`config.mk`:
```
export PLATFORM = sky130hd
export DESIGN_NAME = instr_fetch_unit
export DESIGN_NICKNAME = d
export VERILOG_FILES = /design/src/rtl/ifu_pkg.sv /design/src/rtl/ifu_mem.sv /design/src/rtl/instr_fetch_unit.sv
export SDC_FILE = /design/constraint.sdc
export NUM_CORES = 1
export LEC_CHECK = 0
export CORE_MARGIN = 1.5
export CORE_UTILIZATION = 30
export DETAILED_ROUTE_END_ITERATION = 10
export SYNTH_ARGS = -nofsm -noshare
export SYNTH_HDL_FRONTEND = slang
export SYNTH_SLANG_ARGS = --single-unit
```
`constraint.sdc`:
```
create_clock -name clk -period 2.48 [get_ports clk]
set_clock_uncertainty 0.15 [all_clocks]
set_input_delay 0.372 -clock clk [delete_from_list [all_inputs] [get_ports clk]]
set_output_delay 0.372 -clock clk [all_outputs]
set_load 0.005 [all_outputs]
```
`src/rtl/ifu_pkg.sv`:
```
// ifu_pkg: shared FSM state encoding, opcode field layout and the built-in program image
// used by instr_fetch_unit and ifu_mem.
package ifu_pkg;

  typedef enum logic [1:0] {
    IDLE  = 2'd0,
    FETCH = 2'd1,
    HALT  = 2'd2
  } ifu_state_t;

  localparam logic [1:0] OPC_STOP = 2'b11;
  // the opcode occupies the top OPC_W bits of every instruction word
  localparam int OPC_W = 2;

  localparam int PROG_LEN = 16;
  localparam logic [7:0] DEFAULT_PROG [PROG_LEN] = '{
    8'h48, 8'h61, 8'h6c, 8'h74, 8'h21, 8'h05, 8'h3a, 8'h7e,
    8'h90, 8'ha5, 8'hc3, 8'h12, 8'h34, 8'h56, 8'h78, 8'h9a
  };

  function automatic logic [7:0] default_word(input int unsigned addr);
    if (addr < PROG_LEN) return DEFAULT_PROG[addr[3:0]];
    return 8'h00;
  endfunction

endpackage

```
`src/rtl/ifu_mem.sv`:
```
// ifu_mem: instruction store with a registered read port. With IFU_PROG_LOAD_EN it is a
// writable RAM; otherwise a constant ROM holding the package default program.
module ifu_mem
  import ifu_pkg::*;
#(
  parameter  int DATA_W = 8,
  parameter  int DEPTH  = 32,
  localparam int ADDR_W = $clog2(DEPTH)
) (
  input  logic              clk,
  input  logic [ADDR_W-1:0] rd_addr,
  output logic [DATA_W-1:0] rd_data,
  input  logic              we,
  input  logic [ADDR_W-1:0] wr_addr,
  input  logic [DATA_W-1:0] wr_data
);

`ifdef IFU_PROG_LOAD_EN
  logic [DATA_W-1:0] mem [DEPTH];

  // rd_addr is the address the fetcher will sit on next, so a write landing on it must be
  // forwarded to keep rd_data equal to the live contents at that address.
  always_ff @(posedge clk) begin
    if (we) mem[wr_addr] <= wr_data;
    if (we && (wr_addr == rd_addr)) rd_data <= wr_data;
    else                            rd_data <= mem[rd_addr];
  end
`else
  logic unused_wr;
  assign unused_wr = &{1'b0, we, wr_addr, wr_data};

  always_ff @(posedge clk) begin
    rd_data <= DATA_W'(default_word(32'(rd_addr)));
  end
`endif

endmodule

```
`src/rtl/instr_fetch_unit.sv`:
```
// instr_fetch_unit: sequential instruction fetcher with stall, redirect and STOP halt.
// Program memory is writable through prog_* only when IFU_PROG_LOAD_EN is defined.
//   state | meaning
//   IDLE  | after clear, waiting for start
//   FETCH | issuing one word per unstalled cycle
//   HALT  | STOP issued, waiting for start
module instr_fetch_unit
  import ifu_pkg::*;
#(
  parameter  int DATA_W = 8,
  parameter  int DEPTH  = 32,
  localparam int ADDR_W = $clog2(DEPTH)
) (
  input  logic              clk,
  input  logic              clear,
  input  logic              start,
  input  logic              stall,
  input  logic              redirect,
  input  logic [ADDR_W-1:0] redirect_addr,
  input  logic              prog_we,
  input  logic [ADDR_W-1:0] prog_addr,
  input  logic [DATA_W-1:0] prog_data,
  output logic [DATA_W-1:0] instruction,
  output logic              instr_valid,
  output logic [ADDR_W-1:0] pc,
  output logic              halted
);

  ifu_state_t        state;
  logic [DATA_W-1:0] mem_word;
  logic [ADDR_W-1:0] pc_nxt;
  logic              word_is_stop;

  // The memory is addressed with the next pc, so mem_word always holds mem[pc] and the
  // STOP decision can be made on the same edge that issues the word.
  ifu_mem #(
    .DATA_W (DATA_W),
    .DEPTH  (DEPTH)
  ) u_mem (
    .clk     (clk),
    .rd_addr (pc_nxt),
    .rd_data (mem_word),
    .we      (prog_we),
    .wr_addr (prog_addr),
    .wr_data (prog_data)
  );

  assign word_is_stop = (mem_word[DATA_W-1 -: OPC_W] == OPC_STOP);

  always_comb begin
    pc_nxt = pc;
    if (clear) begin
      pc_nxt = '0;
    end else begin
      case (state)
        IDLE, HALT: begin
          if (start) pc_nxt = '0;
        end
        FETCH: begin
          if (redirect)                      pc_nxt = redirect_addr;
          else if (!stall && !word_is_stop)  pc_nxt = pc + ADDR_W'(1);
        end
        default: pc_nxt = '0;
      endcase
    end
  end

  always_ff @(posedge clk) begin
    if (clear) begin
      state       <= IDLE;
      pc          <= '0;
      instruction <= '0;
      instr_valid <= 1'b0;
      halted      <= 1'b0;
    end else begin
      pc <= pc_nxt;
      case (state)
        IDLE: begin
          if (start) state <= FETCH;
        end
        FETCH: begin
          if (redirect) begin
            instr_valid <= 1'b0;
          end else if (!stall) begin
            instruction <= mem_word;
            instr_valid <= 1'b1;
            if (word_is_stop) begin
              state  <= HALT;
              halted <= 1'b1;
            end
          end
        end
        HALT: begin
          instr_valid <= 1'b0;
          if (start) begin
            state  <= FETCH;
            halted <= 1'b0;
          end
        end
        default: state <= IDLE;
      endcase
    end
  end

endmodule

```
# Yosys cells after proc, flatten, opt, wreduce, memory -nomap -nowiden

Memories as Yosys holds them, arrays and structs flattened. A register that Yosys moved wholly into a read port is not among the register bits.
Index checks and enable logic that the tools add are counted.

Register bits after elaboration: 17
ROM bits: 128
Output and inout port bits: 15
Logic and storage cells: 50
Memories: 1

Memory list:

| memory           | words | width | rd ports | clocked after memory_dff | wr ports | RTL line      | RTL |
|---|---|---|---|---|---|---|---|
| (name not given) | 16    | 8     | 1        | 1                        | 0        | ifu_pkg.sv:22 | `if (addr < PROG_LEN) return DEFAULT_PROG[addr[3:0]];` |

Add/subtract/negate cells: 1
$lt $le $gt $ge: 1
Equality and inequality tests: 9
Muxes and demuxes: 19
Bitwise gates (word level): 3
Reductions and logical operators: 11

Operators with widths:

| kind                  | count |
|---|---|
| $mux W5               | 4 |
| $pmux W5 S2           | 1 |
| $mux W2               | 4 |
| $ne A2 B2 Y1 const B  | 4 |
| $mux W1               | 7 |
| $add A5 B1 Y5 const B | 1 |
| $lt A5 B5 Y1 const B  | 1 |
| $not A4 Y5            | 1 |
| $reduce_and A5 Y1     | 1 |
| $eq A2 B2 Y1 const B  | 2 |
| $pmux W1 S2           | 2 |
| $pmux W2 S2           | 1 |
| $reduce_and A4 Y1     | 1 |
| $logic_not A1 Y1      | 3 |
| $ne A3 B3 Y1 const B  | 1 |
| $reduce_and A3 Y1     | 1 |
| $eq A2 B1 Y1 const B  | 1 |
| $logic_not A2 Y1      | 1 |
| $ne A2 B1 Y1 const B  | 1 |
| $not A1 Y1            | 2 |
| $reduce_and A2 Y1     | 1 |
| $reduce_bool A2 Y1    | 1 |
| $reduce_or A2 Y1      | 1 |
| $logic_and A1 B1 Y1   | 1 |

# Logic depth before layout (Yosys ltp)

Gate-level depths: netlist of the first run.

Depth after elaboration: 10
Depth in mapped cells: 11

# Cells and area by module

A second synthesis of the first run with hierarchy kept.

Cell total of the unflattened synthesis: 159
Area, all modules: 1402.6 sq um

By module, submodules not included:

| module           | times used | cells each | area an instance (sq um) | sequential area each (sq um) |
|---|---|---|---|---|
| instr_fetch_unit | 1          | 106        | 924.6                    | 340.3 |
| ifu_mem          | 1          | 53         | 478.0                    | 160.2 |

# Least setup slack after synthesis of the first run

OpenSTA, ideal clock, no wires.

Kind: register -> register
Start: reg state[1]
End: reg u_mem.rd_data[6]
Library setup time: 135 ps
Data arrival time: 2137 ps
Required time: 2195 ps
Slack: 57 ps
Cell stages (with the launch flop): 12
Buffers on the path: 1
Period minus slack after synthesis: 2423 ps
Path through: dfxtp_1 > inv_1 > ha_1 > buf_2 > nor2b_4 > and3_1 > a221o_1 > nand2_1 > inv_1 > ha_1 > nor3b_1 > o41ai_2

Word-level cells in the longest chain between the ends: 7
Elaborated cells on any way between the ends: 10

Ends and longest elaborated chain:

| element                                          | RTL line               | RTL |
|---|---|---|
| start, declared                                  | instr_fetch_unit.sv:29 | `ifu_state_t state;` |
| start signal, assigned                           | instr_fetch_unit.sv:70 | `state <= IDLE;` |
| start signal, assigned                           | instr_fetch_unit.sv:79 | `if (start) state <= FETCH;` |
| start signal, assigned                           | instr_fetch_unit.sv:88 | `state <= HALT;` |
| $eq A2 B2 Y1 or $logic_not A2 Y1 (tied branches) | instr_fetch_unit.sv:55 | `case (state)` |
| $reduce_or A2 Y1 (no source line)                | -                      |  |
| $pmux W5 S2 (*)                                  | instr_fetch_unit.sv:55 |  |
| $mux W5 (*)                                      | instr_fetch_unit.sv:52 | `if (clear) begin` |
| net pc_nxt[1]                                    | instr_fetch_unit.sv:31 | `logic [ADDR_W-1:0] pc_nxt;` |
| $lt A5 B5 Y1                                     | ifu_pkg.sv:22          |  |
| $mux W1                                          | ifu_pkg.sv:22          |  |
| $logic_not A1 Y1 (no source line)                | -                      |  |
| end, declared                                    | ifu_mem.sv:12          | `output logic [DATA_W-1:0] rd_data,` |

The timed path passes the listed nets; every way through them passes the cells marked *.
A chain may end at the register's enable or synchronous reset.

# Worst setup path in the final report of the first run

Start: in stall
End: reg u_mem.rd_data[2]

Word-level cells in the longest chain between the ends: 9
Elaborated cells on any way between the ends: 10

Ends and longest elaborated chain:

| element                           | RTL line               | RTL |
|---|---|---|
| start, declared                   | instr_fetch_unit.sv:17 | `input logic stall,` |
| $logic_not A1 Y1 (*)              | -                      |  |
| $logic_and A1 B1 Y1 (*)           | instr_fetch_unit.sv:61 | `else if (!stall && !word_is_stop) pc_nxt = pc + ADDR_W'(1);` |
| $mux W5 (*)                       | instr_fetch_unit.sv:61 |  |
| $mux W5 (*)                       | instr_fetch_unit.sv:60 | `if (redirect) pc_nxt = redirect_addr;` |
| $pmux W5 S2 (*)                   | instr_fetch_unit.sv:55 |  |
| $mux W5 (*)                       | instr_fetch_unit.sv:52 |  |
| $lt A5 B5 Y1                      | ifu_pkg.sv:22          |  |
| $mux W1                           | ifu_pkg.sv:22          |  |
| $logic_not A1 Y1 (no source line) | -                      |  |

Mark *: on every way between the ends. The rest lies on a longest branch, timed or not.

==> results of run 1 <==
[metrics by stage]
step / instances / utilization
after floorplan: 176 / -
after global placement: 293 / 0.4274
after detailed placement: 293 / 0.4274
after CTS: 297 / 0.4389
after global routing: 299 / 0.4503
final: 299 / 0.4503
[worst max-delay path, cell delays in order]
cell and delay [ns]:
clkdlybuf4s50_1 0.47, a21oi_4 0.22, buf_4 0.15, buf_4 0.10, nand4_4 0.13, mux2i_4 0.24
nor2_4 0.13, inv_2 0.04, o32ai_1 0.40, a2111oi_2 0.09
[cell families after synthesis]
family / Yosys count
and+or+nand+nor: 66
DFF: 25
buffers and inverters: 15
AOI/OAI and AO/OA: 53
muxes: 6
adders and majority gates: 11
[registers in the layout, indices dropped and copies added (netlist names)]
register / flops
instr_valid: 1
state: 2
u_mem.rd_data: 8
halted: 1
instruction: 8
pc: 5
[repair_timing]
action / in CTS / in global routing
gates cloned: 0 / 0
endpoints found under the setup margin: 2 / 6
endpoints found under the hold margin: 0 / 0
resized for setup: 3 / 8
buffers inserted: 0 / 2
[cell usage in the layout, fill, tap and decap left out, types with 2 or more instances in the layout]
cell	Yosys	layout
a21oi_1	15	15
a221o_1	2	2
a22oi_1	2	2
and2_1	5	5
and3_1	3	3
and3b_1	2	2
buf_4	1	33
clkbuf_8	0	3
clkdlybuf4s50_1	0	24
dfxtp_1	25	23
ha_1	11	10
inv_1	8	8
inv_2	2	2
mux2i_1	4	4
nand2_1	19	17
nand2_2	0	2
nand3_1	4	4
nand4_1	2	2
nand4b_1	2	2
nor2_1	12	11
nor2_2	2	3
nor3_1	3	3
o21ai_0	10	10
o21ai_1	5	5
o22ai_1	3	2
o31ai_1	3	3
[final cells by class]
class / instances / share of cell area
Multi-Input combinational cell: 136 / 0.4565
Sequential cell: 25 / 0.2361
Timing Repair Buffer: 57 / 0.2279
Tap cell: 67 / 0.03916
Clock buffer: 3 / 0.01929
Inverter: 10 / 0.01753
Clock inverter: 1 / 0.003507
[metal layers]
metal	routed length [um]	part of all wire	GRT usage
met1	1844	0.50	0.2027
met4	50	0.014	0.04321
met3	81	0.022	0.01646
met5	0	0	0
met2	1676	0.46	0.2162
[report_power, final]
part,internal [mW],total (mW),switching (mW)
clock network,0.114,0.244,0.131
logic,0.351,0.679,0.328
registers,0.479,0.544,0.0650
[final timing paths]
path	from	end	slack, ns
max	stall	u_mem.rd_data[2]$_SDFF_PP0_	0.10
min	u_mem.rd_data[2]$_SDFF_PP0_	instruction[2]$_SDFFE_PP0P_	0.29
max reg2reg	state[1]$_SDFFE_PP0P_	u_mem.rd_data[2]$_SDFF_PP0_	0.13
min reg2reg	u_mem.rd_data[2]$_SDFF_PP0_	instruction[2]$_SDFFE_PP0P_	0.29
==> impl_metrics.json, run 1 <==
{
  "viasPerCell": 4.799,
  "antenna_found_initial": 0,
  "vias": 1435,
  "pre_cts_ws_ns": -0.2241,
  "track_usage": 0.1402,
  "ant_nets": 0,
  "slew_headroom": 0.6977,
  "p_leak_nw": 0.9147,
  "die_area_um2": 5434,
  "finalWorstSetupSlack_ns": 0.1032,
  "fin_hold_ws_ns": 0.2905,
  "synth_seq_area_share": 0.3336,
  "synthCells": 176,
  "synthMostInstantiatedCell": "dfxtp_1",
  "ys_seq_elements": 25,
  "yosys.area_share.adder": 0.09174,
  "core-area_um2": 4755,
  "ctsLongestPathBuffers": 2,
  "start_util": 0.3155,
  "synth_commonest_cells": "dfxtp_1, nand2_1, a21oi_1",
  "max-cap-violations": 0,
  "min_path_cells": 2,
  "seq_area_um2": 505.5,
  "multi_input_area_um2": 977.2,
  "placed_area_um2": 2032,
  "dr.pass1.iters": 4,
  "ys_warn_count": 0,
  "drc": 0,
  "hold_viol_final": 0,
  "synth_xor_area_frac": 0,
  "die_w_um": 73.72,
  "cts_tree": "yes",
  "clk_latency_ns": 0.26,
  "totalWireLength_um": 3652,
  "cp_data_required_time_ns": 2.47,
  "row_count": 25,
  "setup_viol": 0,
  "r2r_cells": 11,
  "worst_setup_path_start_kind": "primary input",
  "fmax_mhz": 420.7,
  "place_hpwl_um": 2794,
  "htree_levels": 1,
  "final-max-slew-violation-count": 0,
  "syn_to_final_growth_pct": 42.70,
  "synth-main-ff-cell": "dfxtp_1",
  "critPathMaxFanout": 5,
  "n_fill_cell": 492,
  "synth_cell_types": 52,
  "drt_iter0_drc": 52,
  "die_height_um": 73.72,
  "ys_top_cells_by_area": "dfxtp_1, ha_1, a21oi_1, nand2_1, o21ai_0",
  "arrival_ns": 2.36,
  "crit_type": "primary input to flip-flop",
  "diodes": 0,
  "grt-ovfl-total": 0,
  "worstSetupEndpointType": "flip-flop",
  "synth-simple-area-share": 0.2444,
  "syn_nets": 211,
  "timing.final.crit_share": 0.9584,
  "status": "completed",
  "hold_class": "flip-flop to flip-flop",
  "synth_edf_count": 0,
  "yosys.area.top_type_share": 0.3336,
  "synth_top_family_by_area": "simple AND/OR/NAND/NOR gates",
  "fin_setup_tns_ns": 0,
  "nets": 268,
  "tightest_slew_ns": 0.4518,
  "ir_drop_mv": 0.2502,
  "gp_congestion": 0.7707,
  "path_clk_slew_ns": 0.09,
  "synth-async-reset-ratio": 0,
  "yosysTopAreaCell": "dfxtp_1",
  "avgSynthCellArea_um2": 8.524,
  "powerDensity_nw_per_um2": 685.7,
  "min_period_ns": 2.377,
  "grt_max_degree": 16,
  "grt_pass1_wl_um": 5940,
  "port_buffers": 24,
  "wl_per_cell_um": 12.21,
  "synth_compound_area_frac": 0.2394,
  "netlist_area_um2": 1500,
  "synth.area.mux_share": 0.04921,
  "power_mw": 1.468,
  "ioPinCount": 39,
  "cts_sinks": 25,
  "grt_pass1_vias": 1252,
  "final_layout_size_suffix_gt1_frac": 0.2672,
  "hold_buffers": 0,
  "stdcell_area_um2": 2141,
  "root_buffer": "clkbuf_8",
  "cts_buffers": 3
}
No activity file was read; power rests on OpenSTA's default activity.
==> run 2: changes to the inputs <==
SLEW_MARGIN = 15   (was unset)
==> results of run 2 <==
Final layout, timing and power as in run 1 (identical DEF).
==> run 3: changes to the inputs <==
CTS_CLUSTER_SIZE = 24   (was unset)
==> results of run 3 <==
Final layout, timing and power as in run 1 (identical DEF).
